### config.mk
export PLATFORM = sky130hd
export DESIGN_NAME = dmem_arbiter
export DESIGN_NICKNAME = d
export VERILOG_FILES = /design/src/rtl/dmem_arbiter.sv
export SDC_FILE = /design/constraint.sdc
export NUM_CORES = 1
export LEC_CHECK = 0
export CAP_MARGIN = 40
export CELL_PAD_IN_SITES_DETAIL_PLACEMENT = 1
export CELL_PAD_IN_SITES_GLOBAL_PLACEMENT = 2
export CORE_MARGIN = 5
export CORE_UTILIZATION = 21
export CTS_BUF_LIST = sky130_fd_sc_hd__clkbuf_8 sky130_fd_sc_hd__clkbuf_16
export DETAILED_ROUTE_END_ITERATION = 10
export PLACE_DENSITY = 0.84
export SLEW_MARGIN = 20
export SYNTH_ARGS = -nofsm -noshare
export SYNTH_HDL_FRONTEND = slang
export SYNTH_SLANG_ARGS = --single-unit
### constraint.sdc
create_clock -name clk -period 3.4 [get_ports clk]
set_input_delay 0.34 -clock clk [delete_from_list [all_inputs] [get_ports clk]]
set_output_delay 0.34 -clock clk [all_outputs]
set_load 0.005 [all_outputs]
### src/rtl/dmem_arbiter.sv
// Two-requester data-memory arbiter: one held multi-cycle access at a time, rdy pulse on completion.
// Define DMEM_ARB_RR_EN for round-robin arbitration on contention; the default build gives requester 0 fixed priority.
module dmem_arbiter #(
    parameter int WAIT_CYCLES = 4
) (
    input  logic        clk,
    input  logic        rst,
    input  logic        req0,
    input  logic        req1,
    input  logic        we0,
    input  logic        we1,
    input  logic [31:0] addr0,
    input  logic [31:0] addr1,
    input  logic [31:0] wdata0,
    input  logic [31:0] wdata1,
    output logic        rdy0,
    output logic        rdy1,
    output logic [31:0] rdata,
    output logic [31:0] mem_addr,
    output logic [31:0] mem_wdata,
    output logic        mem_read,
    output logic        mem_write,
    input  logic [31:0] mem_rdata,
    output logic        busy
);

    typedef enum logic [1:0] {
        IDLE   = 2'd0,
        ACCESS = 2'd1,
        DONE   = 2'd2
    } state_t;

    localparam logic [3:0] CNT_LOAD = 4'(WAIT_CYCLES - 1);

    state_t     state;
    logic [3:0] cnt;
    logic       gnt_id;
    logic       lat_we;
    logic       win;

`ifdef DMEM_ARB_RR_EN
    logic       last_gnt;

    // On contention the requester not served last wins.
    always_comb begin
        win = 1'b0;
        if (req0 && req1)
            win = ~last_gnt;
        else
            win = req1;
    end
`else
    always_comb begin
        win = ~req0;
    end
`endif

    always_ff @(posedge clk or posedge rst) begin
        if (rst) begin
            state     <= IDLE;
            cnt       <= 4'd0;
            gnt_id    <= 1'b0;
            lat_we    <= 1'b0;
            busy      <= 1'b0;
            rdy0      <= 1'b0;
            rdy1      <= 1'b0;
            mem_read  <= 1'b0;
            mem_write <= 1'b0;
            rdata     <= 32'd0;
            mem_addr  <= 32'd0;
            mem_wdata <= 32'd0;
`ifdef DMEM_ARB_RR_EN
            last_gnt  <= 1'b1;
`endif
        end else begin
            case (state)
                IDLE: begin
                    if (req0 || req1) begin
                        gnt_id    <= win;
                        lat_we    <= win ? we1 : we0;
                        mem_addr  <= win ? addr1 : addr0;
                        mem_wdata <= win ? wdata1 : wdata0;
                        mem_read  <= ~(win ? we1 : we0);
                        mem_write <= win ? we1 : we0;
                        cnt       <= CNT_LOAD;
                        busy      <= 1'b1;
                        state     <= ACCESS;
`ifdef DMEM_ARB_RR_EN
                        last_gnt  <= win;
`endif
                    end
                end
                ACCESS: begin
                    if (cnt == 4'd0) begin
                        if (!lat_we)
                            rdata <= mem_rdata;
                        mem_read  <= 1'b0;
                        mem_write <= 1'b0;
                        rdy0      <= ~gnt_id;
                        rdy1      <= gnt_id;
                        state     <= DONE;
                    end else begin
                        cnt <= cnt - 4'd1;
                    end
                end
                DONE: begin
                    // Requests are ignored here so a held req is only re-granted from IDLE.
                    rdy0  <= 1'b0;
                    rdy1  <= 1'b0;
                    busy  <= 1'b0;
                    state <= IDLE;
                end
                default: begin
                    state <= IDLE;
                end
            endcase
        end
    end

endmodule
==> summary by stage <==
Worst hold path
The tightest min-delay check is of the input pin to async pin type.

Power and ir drop
The internal power of the cells is 4200 µW. The leakage power of the design is 0.00349 µW. The register share of total power is 36.9%. The clock network burns 16.9% of the power. The power per cell area is 753 nW/µm². Combinational logic is responsible for 46.2% of the overall power. In this run switching power makes up 32.2% of total power. VDD sags by at most 301 µV.

Total power for the finished layout comes to 6200 µW. The power spent charging and discharging nets is 1990 µW.

Outcome
The run finished with clean final reports.

Global route
The overflow left after global routing is 0. The wire length of the first global-routing pass is 25300 µm. The number of antenna violations at the first check in global routing is 0. The number of global-route vias before repair was 4569. Entering global routing, the biggest net connects 74 pins. The overall global routing resource usage is 12.1%.

Floorplan
The floorplan step defined a die boundary enclosing 26700 µm². The floorplan step defined a core boundary enclosing 23300 µm². The floorplan has 56 rows. The number of I/O pins is 267. The die width is 163 µm. The starting density of the core is 21.2%. The die is 163 µm tall.

Routing
The number of iterations in the first detailed-routing pass is 4. The number of vias per cell is 4.24. Dividing the detail-routed wire length by the instance count gives 17.0 µm. Detailed routing inserted a total of 4185 vias. In this run, the number of DRC markers left after iteration 0 of detailed routing was 176. For this run, design rule violations remaining after detail routing come to 0. The total wire length after detailed routing is 16800 µm. The detail route stage leaves a number of antenna-violating nets equal to 0.

Timing
The worst clock skew is 0.00789 ns. Adding up every negative setup slack in the final design gives 0 ns. Across all hold checks on the routed design, the worst slack comes to 0.421 ns. Measured against its own limit, the worst slew margin works out to 49.8%. The final number of setup-violating endpoints is 0.

The number of pins with negative max-slew slack in the final report is 0. In the finished design, the share of the clock period the worst path needs comes to 59.7%. Setup repair after global routing left no endpoint under its margin. The top achievable clock speed is 0.493 GHz. Counting I/O delays and the setup requirement, the final critical path takes 2.03 ns. The final hold violation count was 0. The worst-margin pin slew is 0.747 ns.

Critical path
The category of the most critical setup path is flop to flop. The required time reported for the critical path endpoint is 3.64 ns. The maximum fanout count along the critical path is 32. STA classifies the critical path startpoint as a flop. The data arrival at the endpoint of the critical path is 2.27 ns. The kind of capture point of the worst setup path is a flop. The startpoint identified for the worst register-to-register timing path is cnt[0]$_DFFE_PP0P_.

Counting cells, the worst reg-to-reg path comes to 5. The endpoint identified for the worst register-to-register timing path is rdata[11]$_DFFE_PP0P_. In this run the register-to-register setup slack is 1.37 ns.

Clock network
TritonCTS built the clock tree. The buffer levels on the longest clock path is 2. The number of hold-repair buffers added at the cts stage is 0. In this run the number of H-tree levels came out at 3. The number of setup buffers added after CTS is 0. Clock-pin slew was measured on the worst setup and hold paths at 0.08 ns. The root buffer cell is sky130_fd_sc_hd__clkbuf_16. The clock net in this run drives a total of 109 sinks. Post-CTS repair changed the size of 0 cells. The number of buffers inserted during clock tree synthesis is 9.

For the worst-skew pair, the clock arrives at the later sink with an insertion delay of 0.35 ns.

Synthesis
The flip-flop and latch count after synthesis is 109. The number of different library cells used by synthesis comes to 32. The share of the yosys chip area belonging to registers is 55.1%. The post-synthesis net count is 579.

Yosys printed 0 warnings. In the synthesized netlist, the number of instances is 412. The mapped netlist covers 4950 µm².

A synthesized cell averages 12.0 µm².

Placed design
The placer's final routability congestion estimate is 0.681. The count of buffers added on input and output ports is 266. Detailed placement ended at an HPWL of 12500 µm.

Once placement finished, the instance area stood at 7940 µm².

Layout
The number of nets in the finished design is 829. The fraction of final layout cells sized beyond drive strength 1 is 9.30%. The library cell used most frequently in the layout, excluding fill and tap cells, is sky130_fd_sc_hd__clkdlybuf4s50_1. The synthesis-to-layout area growth is 66.4%.

In the layout the commonest cells are 265 x sky130_fd_sc_hd__clkdlybuf4s50_1, 134 x sky130_fd_sc_hd__o21ai_0, 108 x sky130_fd_sc_hd__dfrtp_1, 68 x sky130_fd_sc_hd__mux2i_1, 30 x sky130_fd_sc_hd__mux2_4. The finished cells cover 8230 µm². The utilization of the core after routing is 35.3%. The filler cells instantiated in the layout total 2611. The number of diodes is 0.

Run
Across the run, the number of max-cap violations was 0.
worst max-delay path, cell delays in order (launching register included):
cell and delay (ns):
sky130_fd_sc_hd__dfrtp_1 0.41, sky130_fd_sc_hd__inv_1 0.08, sky130_fd_sc_hd__ha_1 0.21, sky130_fd_sc_hd__nand2b_1 0.09, sky130_fd_sc_hd__or4_4 0.72, sky130_fd_sc_hd__mux2_4 0.40
power by group through the flow:
stage               registers [µW]  logic, µW  clock network, µW
floorplan                     2310       1080                  0
global placement              2280       2860                  0
detailed placement            2320       2930                  0
CTS                           2300       2950               1110
global route                  2370       3130               1150
finish                        2290       2860               1050
through the flow:
stage          setup slack (ns)  instances
4_1_cts                    1.37        986
2_1_floorplan             0.186        412
5_1_grt                    1.30        986
3_5_place_dp               1.30        970
6_report                   1.37        986
3_3_place_gp               1.35        970
worst max path at each step:
stage | end | depth (start not counted) | slack [ns] | startpoint
finish | rdata[11]$_DFFE_PP0P_ | 5 | 1.37 | cnt[0]$_DFFE_PP0P_
global route | rdata[1]$_DFFE_PP0P_ | 5 | 1.30 | cnt[0]$_DFFE_PP0P_
CTS | rdata[11]$_DFFE_PP0P_ | 5 | 1.37 | cnt[0]$_DFFE_PP0P_
detailed placement | mem_write$_DFFE_PP0P_ | 5 | 1.30 | req1
global placement | cnt[0]$_DFFE_PP0P_ | 5 | 1.35 | req1
floorplan | busy$_DFFE_PP0P_ | 1 | 0.19 | rst
metal layers:
metal  track usage [%]  vias up  part of all wire, %
met5                 0        -                    0
li1                  -     1972                    -
met4              2.71        0                  1.1
met1              13.9     2042                   40
met2              21.2      161                   50
met3              4.59       10                  8.9
cells by family after synthesis:
| kind of cell | count (synthesis) | synth area share (%) |
|---|---|---|
| AOI/OAI and AO/OA | 144 | 15.0 |
| buffers and inverters | 41 | 3.95 |
| muxes | 100 | 23.3 |
| and+or+nand+nor | 17 | 2.30 |
| adders and majority gates | 1 | 0.253 |
| DFF | 109 | 55.1 |
final cells by class:
class	instances	area (µm²)	share of cell area, %
sequential	109	2730	33.2
clock buffer	9	225	2.74
inverter	7	28.8	0.350
timing repair buffer	273	2750	33.4
multi-input combinational	262	2030	24.7
clock inverter	7	65.1	0.791
tap	319	399	4.85
state kept, by name (all words and copies together) (netlist names):
signal     flops
rdata         32
mem_addr      32
gnt_id         1
mem_write      1
busy           1
rdy1           1
cnt            4
mem_read       1
mem_wdata     32
rdy0           1
lat_we         1
state          2
synth_stat cells:
cell,count,area (µm²)
sky130_fd_sc_hd__dfrtp_1,109,2730
sky130_fd_sc_hd__o21ai_0,134,671
sky130_fd_sc_hd__buf_2,6,30.0
sky130_fd_sc_hd__mux2i_1,68,681
sky130_fd_sc_hd__nor3b_1,2,15.0
sky130_fd_sc_hd__nor4_1,1,6.26
sky130_fd_sc_hd__mux2_4,30,450
sky130_fd_sc_hd__nand2b_1,2,12.5
sky130_fd_sc_hd__o22ai_1,2,12.5
sky130_fd_sc_hd__nand4b_1,1,8.76
sky130_fd_sc_hd__mux2_2,2,22.5
sky130_fd_sc_hd__nand3b_1,1,7.51
sky130_fd_sc_hd__a21boi_0,1,7.51
sky130_fd_sc_hd__or3_1,1,6.26
sky130_fd_sc_hd__buf_6,4,45.0
sky130_fd_sc_hd__o21bai_1,2,15.0
sky130_fd_sc_hd__buf_1,1,3.75
sky130_fd_sc_hd__nor2_1,2,7.51
sky130_fd_sc_hd__nand2b_4,1,13.8
sky130_fd_sc_hd__or2_2,1,6.26
sky130_fd_sc_hd__or4_4,1,11.3
sky130_fd_sc_hd__nand2_1,2,7.51
sky130_fd_sc_hd__inv_1,7,26.3
sky130_fd_sc_hd__o31a_1,1,8.76
sky130_fd_sc_hd__o21bai_2,1,11.3
sky130_fd_sc_hd__a21oi_1,2,10.0
sky130_fd_sc_hd__clkbuf_1,22,82.6
sky130_fd_sc_hd__o21a_1,1,7.51
sky130_fd_sc_hd__nor2b_1,1,6.26
sky130_fd_sc_hd__ha_1,1,12.5
sky130_fd_sc_hd__buf_4,1,7.51
sky130_fd_sc_hd__nor3_1,1,5.00
Note: power is estimated with default switching activity, not from simulation.
